===== src/rtl/prv_trap_sequencer.sv =====
// Trap sequencer: arbitrates exceptions/mret/interrupts, commits mepc/mcause/mtval, redirects fetch.
// Optional macro RMGMT_TRAP_EN lets RISC-MGMT extension exceptions raise a trap.
module prv_trap_sequencer #(
  parameter int unsigned NUM_EXTENSIONS = 1,
  localparam int unsigned CauseW = (NUM_EXTENSIONS > 1) ? $clog2(NUM_EXTENSIONS) : 1
) (
  input  logic              i_clk,
  input  logic              i_rst,
  input  logic              i_fault_insn,
  input  logic              i_mal_insn,
  input  logic              i_illegal_insn,
  input  logic              i_fault_l,
  input  logic              i_mal_l,
  input  logic              i_fault_s,
  input  logic              i_mal_s,
  input  logic              i_breakpoint,
  input  logic              i_env_m,
  input  logic              i_ret,
  input  logic              i_pipe_clear,
  input  logic [31:0]       i_epc,
  input  logic [31:0]       i_badaddr,
  input  logic              i_ex_rmgmt,
  input  logic [CauseW-1:0] i_ex_rmgmt_cause,
  input  logic              i_timer_int,
  input  logic              i_soft_int,
  input  logic              i_ext_int,
  input  logic              i_mtie,
  input  logic              i_msie,
  input  logic              i_meie,
  input  logic              i_mstatus_mie,
  input  logic [31:0]       i_mtvec,
  input  logic [31:0]       i_mepc_r,
  output logic              o_intr,
  output logic              o_insert_pc,
  output logic [31:0]       o_priv_pc,
  output logic              o_mepc_we,
  output logic              o_mcause_we,
  output logic              o_mtval_we,
  output logic [31:0]       o_mepc_wdata,
  output logic [31:0]       o_mcause_wdata,
  output logic [31:0]       o_mtval_wdata,
  output logic              o_mie_push,
  output logic              o_mie_pop,
  output logic              o_busy
);

  localparam logic [2:0] StIdle     = 3'd0;
  localparam logic [2:0] StIntrWait = 3'd1;
  localparam logic [2:0] StCommit   = 3'd2;
  localparam logic [2:0] StRedirect = 3'd3;
  localparam logic [2:0] StRet      = 3'd4;

  logic [2:0]  r_state;
  logic [2:0]  w_state_nxt;
  logic        r_is_int;
  logic        r_tval_en;
  logic [30:0] r_code;
  logic [31:0] r_epc;
  logic [31:0] r_badaddr;

  logic        w_exc;
  logic        w_exc_tval;
  logic [30:0] w_exc_code;
  logic        w_int;
  logic [30:0] w_int_code;
  logic [31:0] w_trap_pc;

`ifndef RMGMT_TRAP_EN
  logic w_unused;
  assign w_unused = ^{i_ex_rmgmt, i_ex_rmgmt_cause};
`endif

  // Fixed exception priority; tval only meaningful for address/instruction faults.
  always_comb begin
    w_exc      = 1'b1;
    w_exc_tval = 1'b1;
    w_exc_code = 31'd0;
    if (i_fault_insn) begin
      w_exc_code = 31'd1;
    end else if (i_illegal_insn) begin
      w_exc_code = 31'd2;
    end else if (i_mal_insn) begin
      w_exc_code = 31'd0;
    end else if (i_breakpoint) begin
      w_exc_code = 31'd3;
      w_exc_tval = 1'b0;
    end else if (i_env_m) begin
      w_exc_code = 31'd11;
      w_exc_tval = 1'b0;
    end else if (i_mal_s) begin
      w_exc_code = 31'd6;
    end else if (i_mal_l) begin
      w_exc_code = 31'd4;
    end else if (i_fault_s) begin
      w_exc_code = 31'd7;
    end else if (i_fault_l) begin
      w_exc_code = 31'd5;
`ifdef RMGMT_TRAP_EN
    end else if (i_ex_rmgmt) begin
      w_exc_code = 31'd24 + 31'(i_ex_rmgmt_cause);
`endif
    end else begin
      w_exc      = 1'b0;
      w_exc_tval = 1'b0;
    end
  end

  always_comb begin
    w_int = i_mstatus_mie &
            ((i_ext_int & i_meie) | (i_soft_int & i_msie) | (i_timer_int & i_mtie));
    if (i_ext_int & i_meie) begin
      w_int_code = 31'd11;
    end else if (i_soft_int & i_msie) begin
      w_int_code = 31'd3;
    end else begin
      w_int_code = 31'd7;
    end
  end

  always_comb begin
    w_state_nxt = r_state;
    case (r_state)
      StIdle: begin
        if (w_exc) begin
          w_state_nxt = StCommit;
        end else if (i_ret) begin
          w_state_nxt = StRet;
        end else if (w_int) begin
          w_state_nxt = StIntrWait;
        end
      end
      StIntrWait: if (i_pipe_clear) w_state_nxt = StCommit;
      StCommit:   w_state_nxt = StRedirect;
      StRedirect: w_state_nxt = StIdle;
      StRet:      w_state_nxt = StIdle;
      default:    w_state_nxt = StIdle;
    endcase
  end

  always_ff @(posedge i_clk or posedge i_rst) begin
    if (i_rst) begin
      r_state   <= StIdle;
      r_is_int  <= 1'b0;
      r_tval_en <= 1'b0;
      r_code    <= 31'd0;
      r_epc     <= 32'd0;
      r_badaddr <= 32'd0;
    end else begin
      r_state <= w_state_nxt;
      if (r_state == StIdle) begin
        if (w_exc) begin
          r_is_int  <= 1'b0;
          r_tval_en <= w_exc_tval;
          r_code    <= w_exc_code;
          r_epc     <= i_epc;
          r_badaddr <= i_badaddr;
        end else if (!i_ret && w_int) begin
          r_is_int  <= 1'b1;
          r_tval_en <= 1'b0;
          r_code    <= w_int_code;
        end
      end else if (r_state == StIntrWait && i_pipe_clear) begin
        r_epc <= i_epc;
      end
    end
  end

  // Vectored mode offsets only interrupts; the add wraps modulo 2^32.
  assign w_trap_pc = {i_mtvec[31:2], 2'b00} +
                     ((r_is_int && i_mtvec[1:0] == 2'b01) ? {r_code[29:0], 2'b00} : 32'd0);

  // Outputs are pure state decodes so an asynchronous reset zeroes them at once.
  always_comb begin
    o_busy         = (r_state != StIdle);
    o_intr         = (r_state == StIntrWait);
    o_mepc_we      = (r_state == StCommit);
    o_mcause_we    = (r_state == StCommit);
    o_mtval_we     = (r_state == StCommit);
    o_mie_push     = (r_state == StCommit);
    o_mie_pop      = (r_state == StRet);
    o_insert_pc    = (r_state == StRedirect) || (r_state == StRet);
    o_mepc_wdata   = (r_state == StCommit) ? r_epc : 32'd0;
    o_mcause_wdata = (r_state == StCommit) ? {r_is_int, r_code} : 32'd0;
    o_mtval_wdata  = (r_state == StCommit && r_tval_en) ? r_badaddr : 32'd0;
    o_priv_pc      = 32'd0;
    if (r_state == StRedirect) begin
      o_priv_pc = w_trap_pc;
    end else if (r_state == StRet) begin
      o_priv_pc = i_mepc_r;
    end
  end

endmodule


===== config.mk =====
export PLATFORM = sky130hd
export DESIGN_NAME = prv_trap_sequencer
export DESIGN_NICKNAME = d
export VERILOG_FILES = /design/src/rtl/prv_trap_sequencer.sv
export SDC_FILE = /design/constraint.sdc
export NUM_CORES = 1
export LEC_CHECK = 0
export ABC_CLOCK_PERIOD_IN_PS = 2490
export BUFFER_PORTS_ARGS = -buffer_cell sky130_fd_sc_hd__buf_2
export CAP_MARGIN = 20
export CORE_AREA = 2 2 111 113
export DETAILED_ROUTE_END_ITERATION = 10
export DIE_AREA = 0 0 113 115
export HOLD_SLACK_MARGIN = 0.06
export MAX_ROUTING_LAYER = met4
export PLACE_DENSITY = 0.88
export SLEW_MARGIN = 25
export SYNTH_ARGS = -nofsm -noshare
export SYNTH_HDL_FRONTEND = slang
export SYNTH_SLANG_ARGS = --single-unit
export TNS_END_PERCENT = 20

===== constraint.sdc =====
create_clock -name i_clk -period 2.49 [get_ports i_clk]
set_input_delay 0.3735 -clock i_clk [delete_from_list [all_inputs] [get_ports i_clk]]
set_output_delay 0.3735 -clock i_clk [all_outputs]
set_load 0.02 [all_outputs]

Word level (Yosys, flattened, before mapping)
Index checks and enable logic that the tools add are counted.
- bits in registers: 100
- output and inout bits: 136
- $add $sub $neg: 1
- eq/ne operators: 8
- multiplexer cells: 45
- bitwise operators: 6
- reductions and logical operators: 14
- operator list (kind ; number):
    $mux W32 ; 9
    $mux W31 ; 2
    $add A32 B32 Y32 ; 1
    $mux W3 ; 9
    $mux W4 ; 6
    $mux W1 ; 18
    $pmux W3 S3 ; 1
    $reduce_and A2 Y1 ; 4
    $eq A3 B2 Y1 const B ; 2
    $and A1 B1 Y1 ; 4
    $logic_and A1 B1 Y1 ; 4
    $ne A2 B2 Y1 const B ; 2
    $ne A4 B4 Y1 const B ; 1
    $reduce_bool A2 Y1 ; 2
    $eq A3 B1 Y1 const B ; 1
    $eq A3 B3 Y1 const B ; 1
    $logic_not A3 Y1 ; 1
    $reduce_bool A3 Y1 ; 1
    $eq A2 B1 Y1 const B ; 1
    $or A1 B1 Y1 ; 2
    $logic_not A1 Y1 ; 1
    $logic_or A1 B1 Y1 ; 1

Logic depth before layout (Yosys ltp)
- depth after elaboration: 11
- depth in mapped cells: 11
- mapped depth without buffers: 9

Worst setup path after synthesis
No wires, ideal clock.
- path kind: input -> output
- start point: in i_mtvec[0]
- end point: out o_priv_pc[14]
- arrival: 2479 ps
- required time: 2117 ps
- setup slack: -362 ps
- stages on the path: 9
- buffers on the path: 0
- path through: nand2_1 -> nor3_1 -> ha_1 -> fa_1 -> a211o_1 -> o211ai_1 -> nor3_1 -> xnor2_1 -> o21ai_0
- cells in the longest elaborated chain, start to end: 5
- RTL lines (element ; line ; text):
    from (decl) ; 31 ; input logic [31:0] i_mtvec,
    $eq A2 B1 Y1 ; 170 ; ((r_is_int && i_mtvec[1:0] == 2'b01) ? {r_code[29:0], 2'b00} : 32'd0);
    $logic_and A1 B1 Y1 ; 170 ;
    $mux W32 ; 170 ;
    $add A32 B32 Y32 ; 169 ; assign w_trap_pc = {i_mtvec[31:2], 2'b00} +
    $mux W32 ; 186 ; if (r_state == StRedirect) begin
    to (decl) ; 35 ; output logic [31:0] o_priv_pc,
No other way between the ends.

Final worst setup path
- start point: reg r_is_int
- end point: out o_priv_pc[16]
- cells in the longest elaborated chain, start to end: 4
- RTL lines (element ; line ; text):
    from (decl) ; 55 ; logic r_is_int;
    from (signal assigned) ; 143 ; r_is_int <= 1'b0;
    from (signal assigned) ; 152 ; r_is_int <= 1'b0;
    from (signal assigned) ; 158 ; r_is_int <= 1'b1;
    $logic_and A1 B1 Y1 ; 170 ;
    $mux W32 ; 170 ;
    $add A32 B32 Y32 ; 169 ;
    $mux W32 ; 186 ;
No other way between the ends.

==> key figures <==
Synth
  – Fraction of registers with async set/reset: 100.0%
  – Post-synthesis sequential area ratio: between 30 and 40%
  – Synth top area share: between 30% and 40%
  – Warnings from Yosys: 0
  – Post-synthesis register bit count: 73
  – Distinct cells, synth: 49
  – EDFF count, synth: 0
  – Post-synthesis cell count: around 470
  – Most common flop cell mapped by yosys: dfrtp_1
  – Ranking of synthesized cells by area: dfrtp_1 40%, mux2_2 16%, and2_1 5.4%, and3_1 5.1%, buf_4 5.0%
  – Cell taking the most area after synthesis: dfrtp_1
  – Avg Inst Size Synth: 9.916 µm²
  – Syn Std Cell Area: 4621 µm²

Cells and area
  – Register area: 1827 µm²
  – Ant diodes: 0
  – Fin nets: 882
  – Final Util: a little under three fifths
  – P&R area growth vs syn: 42.89%
  – Final Non-Filler Cells: 879
  – Layout cells sized above 1: between 50% and 60%
  – Multi-input logic area: 2648 µm²
  – Layout fillers: 1,064

Power and ir drop
  – Leakage: 3.434 nW
  – Peak supply drop: approximately 600 µV
  – Power density over the cells: 1135 nW/µm²
  – Power, Total: 7.491 mW

Timing
  – Final Critical Period: 2.977 ns
  – Setup TNS: -10.09 ns
  – Actual slew at the worst max-slew pin: 0.5965 ns
  – Max Freq: 335.9 MHz
  – Final period util: 119.6%
  – Fin. max-slew vios: 0
  – RSZ-0062 raised after global routing: true
  – Final Hold Fails: 0
  – Final setup margin: -0.4874 ns
  – Final-report setup violation count: 27
  – Slew margin rel.: roughly three fifths
  – Layout Skew: 0.004222 ns

Clock network
  – Root Driver: clkbuf_16
  – Htree depth: 3
  – Clock sink total: 73
  – Worst-Skew Late Latency: 0.33 ns
  – CTS tree: yes
  – CTS hold repair buffers: 0
  – Number of buffers created by CTS: 9
  – Clk pin slew, worst setup/hold paths: 0.06 ns
  – Clk buf depth: 2

Die
  – Initial Util: just under 40%
  – Rows: 40
  – # IOs: roughly 290
  – Die X: 113 µm
  – Die height: 115 µm
  – Core ar.: between 10,000 and 15,000 µm²
  – Full die area: 13,000 µm²

Global route
  – Grt ovf: 0
  – Vias in the first global route: 4,294
  – Largest net degree at the start of global routing: 74
  – First-pass GRT wire length: approximately 20 mm
  – GRT Total Usage: 20.34%
  – Initial antenna violation count: 0

Place
  – I/O Buffers: 256
  – Gpl congestion: 0.9723
  – Place WS: -0.2993 ns
  – DP HPWL: 10.56 mm
  – Cell total after placement: 862

Critical path
  – Critical Path, Cell by Cell: nand2_2 -> nor3_2 -> ha_2 -> fa_2 -> a211o_1 -> o211ai_1 -> buf_4 -> nor3_1 -> xnor2_1 -> o21ai_2 -> buf_6
  – Slowest stage cell, crit path: dfrtp_1
  – CP max stage delay: 0.40 ns
  – Worst EP arrival: 2.60 ns
  – CP Data Required Time: 2.12 ns
  – Startpoint types: register
  – CP max FO: 6
  – Buf/Inv on CP: 2
  – CP delay by family, top: compound AO/OA/AOI/OAI gates
  – Worst setup path category: reg -> out
  – Critical path endpoint category: primary output

Drt
  – Routed len/inst: 15.59 µm
  – DR vias/cell: 4.997
  – Final ANT Viol Nets: 0
  – Routed WL: 13.70 mm
  – Residual DRC: 20
  – Routed vias: approximately 4,400
  – 1st-iter DRT viols: 172
  – Drt first pass iters: 7

Outcome
  – Status: complete, but fails checks
  – Failing checks: DRC, setup timing

Flow run
  – Max Cap Viol: 0

Hold path
  – Hold Path Class: in -> async
-- cells in the mapped netlist, types with 2 or more instances --
cell      instances
a21oi_1           9
a22o_1            4
a22oi_1           2
and2_1           40
and3_1           38
and4_1            6
buf_2             5
buf_4            31
buf_6             3
clkbuf_1         17
dfrtp_1          73
ha_1              4
inv_1             8
mux2_2           66
nand2_1          40
nand2b_1          2
nand3_1          11
nand4_1           3
nand4b_1          2
nor2_1            9
nor3_1            7
nor3b_1           7
o21ai_0          27
o31ai_1           2
xnor2_1          14
xor2_1           13
-- timing repair --
action / in CTS / in global routing
resized for setup: 18 / 20
buffers inserted: 0 / 1
pin swaps: 7 / 6
setup endpoints to repair: 27 / 28
-- final timing paths --
kind / start / end / slack, ns / cells past startpoint
setup / recovery: r_is_int / o_priv_pc[16] / -0.49 / 11
hold / removal: i_rst / r_epc[11] / 0.1 / 3
setup reg to reg: r_state[0] / r_badaddr[15] / 0.46 / 5
hold reg to reg: r_badaddr[6] / r_badaddr[6] / 0.50 / 1
max in group asynchronous: i_rst / r_epc[22] / 2.03 / 3
min in group i_clk: i_epc[30] / r_epc[30] / 0.27 / 2
-- routing by layer --
layer	GRT usage [%]	wire [µm]
met1	20.87	5040
met2	36.41	7083
met3	4.744	1111
met4	10.41	469
met5	-	0
-- worst register-to-register path: stages (launching register included) --
cell and delay (ns):
dfrtp_1 0.45, nor3_2 0.34, inv_1 0.14, nor2_4 0.14
buf_4 0.42, mux2_2 0.42
-- through the flow --
stage	cell area, µm²	hold slack [ns]
finish	6603	0.09698
floorplan	4775	0.4704
CTS	6511	0.1329
global route	6603	0.1632
global placement	6087	0.4786
detailed placement	6087	0.4865
-- logic make-up (layout without fill, tap and decap cells) --
| kind of cell | count (synthesis) | after routing | share of synthesized area, % |
|---|---|---|---|
| simple gates | 174 | 174 | 21.85 |
| flops | 73 | 73 | 39.53 |
| compound gates | 56 | 56 | 7.474 |
| buf+inv | 64 | 304 | 8.340 |
| mux | 66 | 66 | 16.08 |
| xor+xnor | 27 | 27 | 5.118 |
| other cells | 1 | 27 | 0.08116 |
| fa+ha+maj | 5 | 5 | 1.516 |
-- cells in the final DEF (no fill, tap or decap), types with 8 or more instances in the layout --
cell and instances:
nand2_1 39, conb_1 27, and3_1 38, and2_1 40
dfrtp_1 73, clkbuf_16 9, xnor2_1 12, buf_4 25
xor2_1 13, o21ai_1 9, o21ai_2 13, nor2_1 9
a21oi_1 8, buf_6 8, buf_2 244, nand3_1 11
mux2_2 66
-- flip-flops by register name, indices dropped and copies added, names as in the netlist --
| register | cells |
|---|---|
| r_badaddr | 32 |
| r_code | 4 |
| r_epc | 32 |
| r_is_int | 1 |
| r_state | 3 |
| r_tval_en | 1 |
-- area by class of cell --
cell class              count  share of cell area [%]
multi-input cells         355                   40.10
flip-flops and latches     73                   27.67
repair buffers            280                   23.42
clock buffers               9                   3.411
well taps                 147                   2.786
clock inverters             7                   2.160
inverters                   8                  0.4548
-- where the power goes --
part           switching, mW  total, mW  internal [mW]
registers              0.288       2.08           1.79
clock network          0.497       1.58           1.08
logic                   2.13       3.83           1.71
Power figures use the tool's default switching activity.
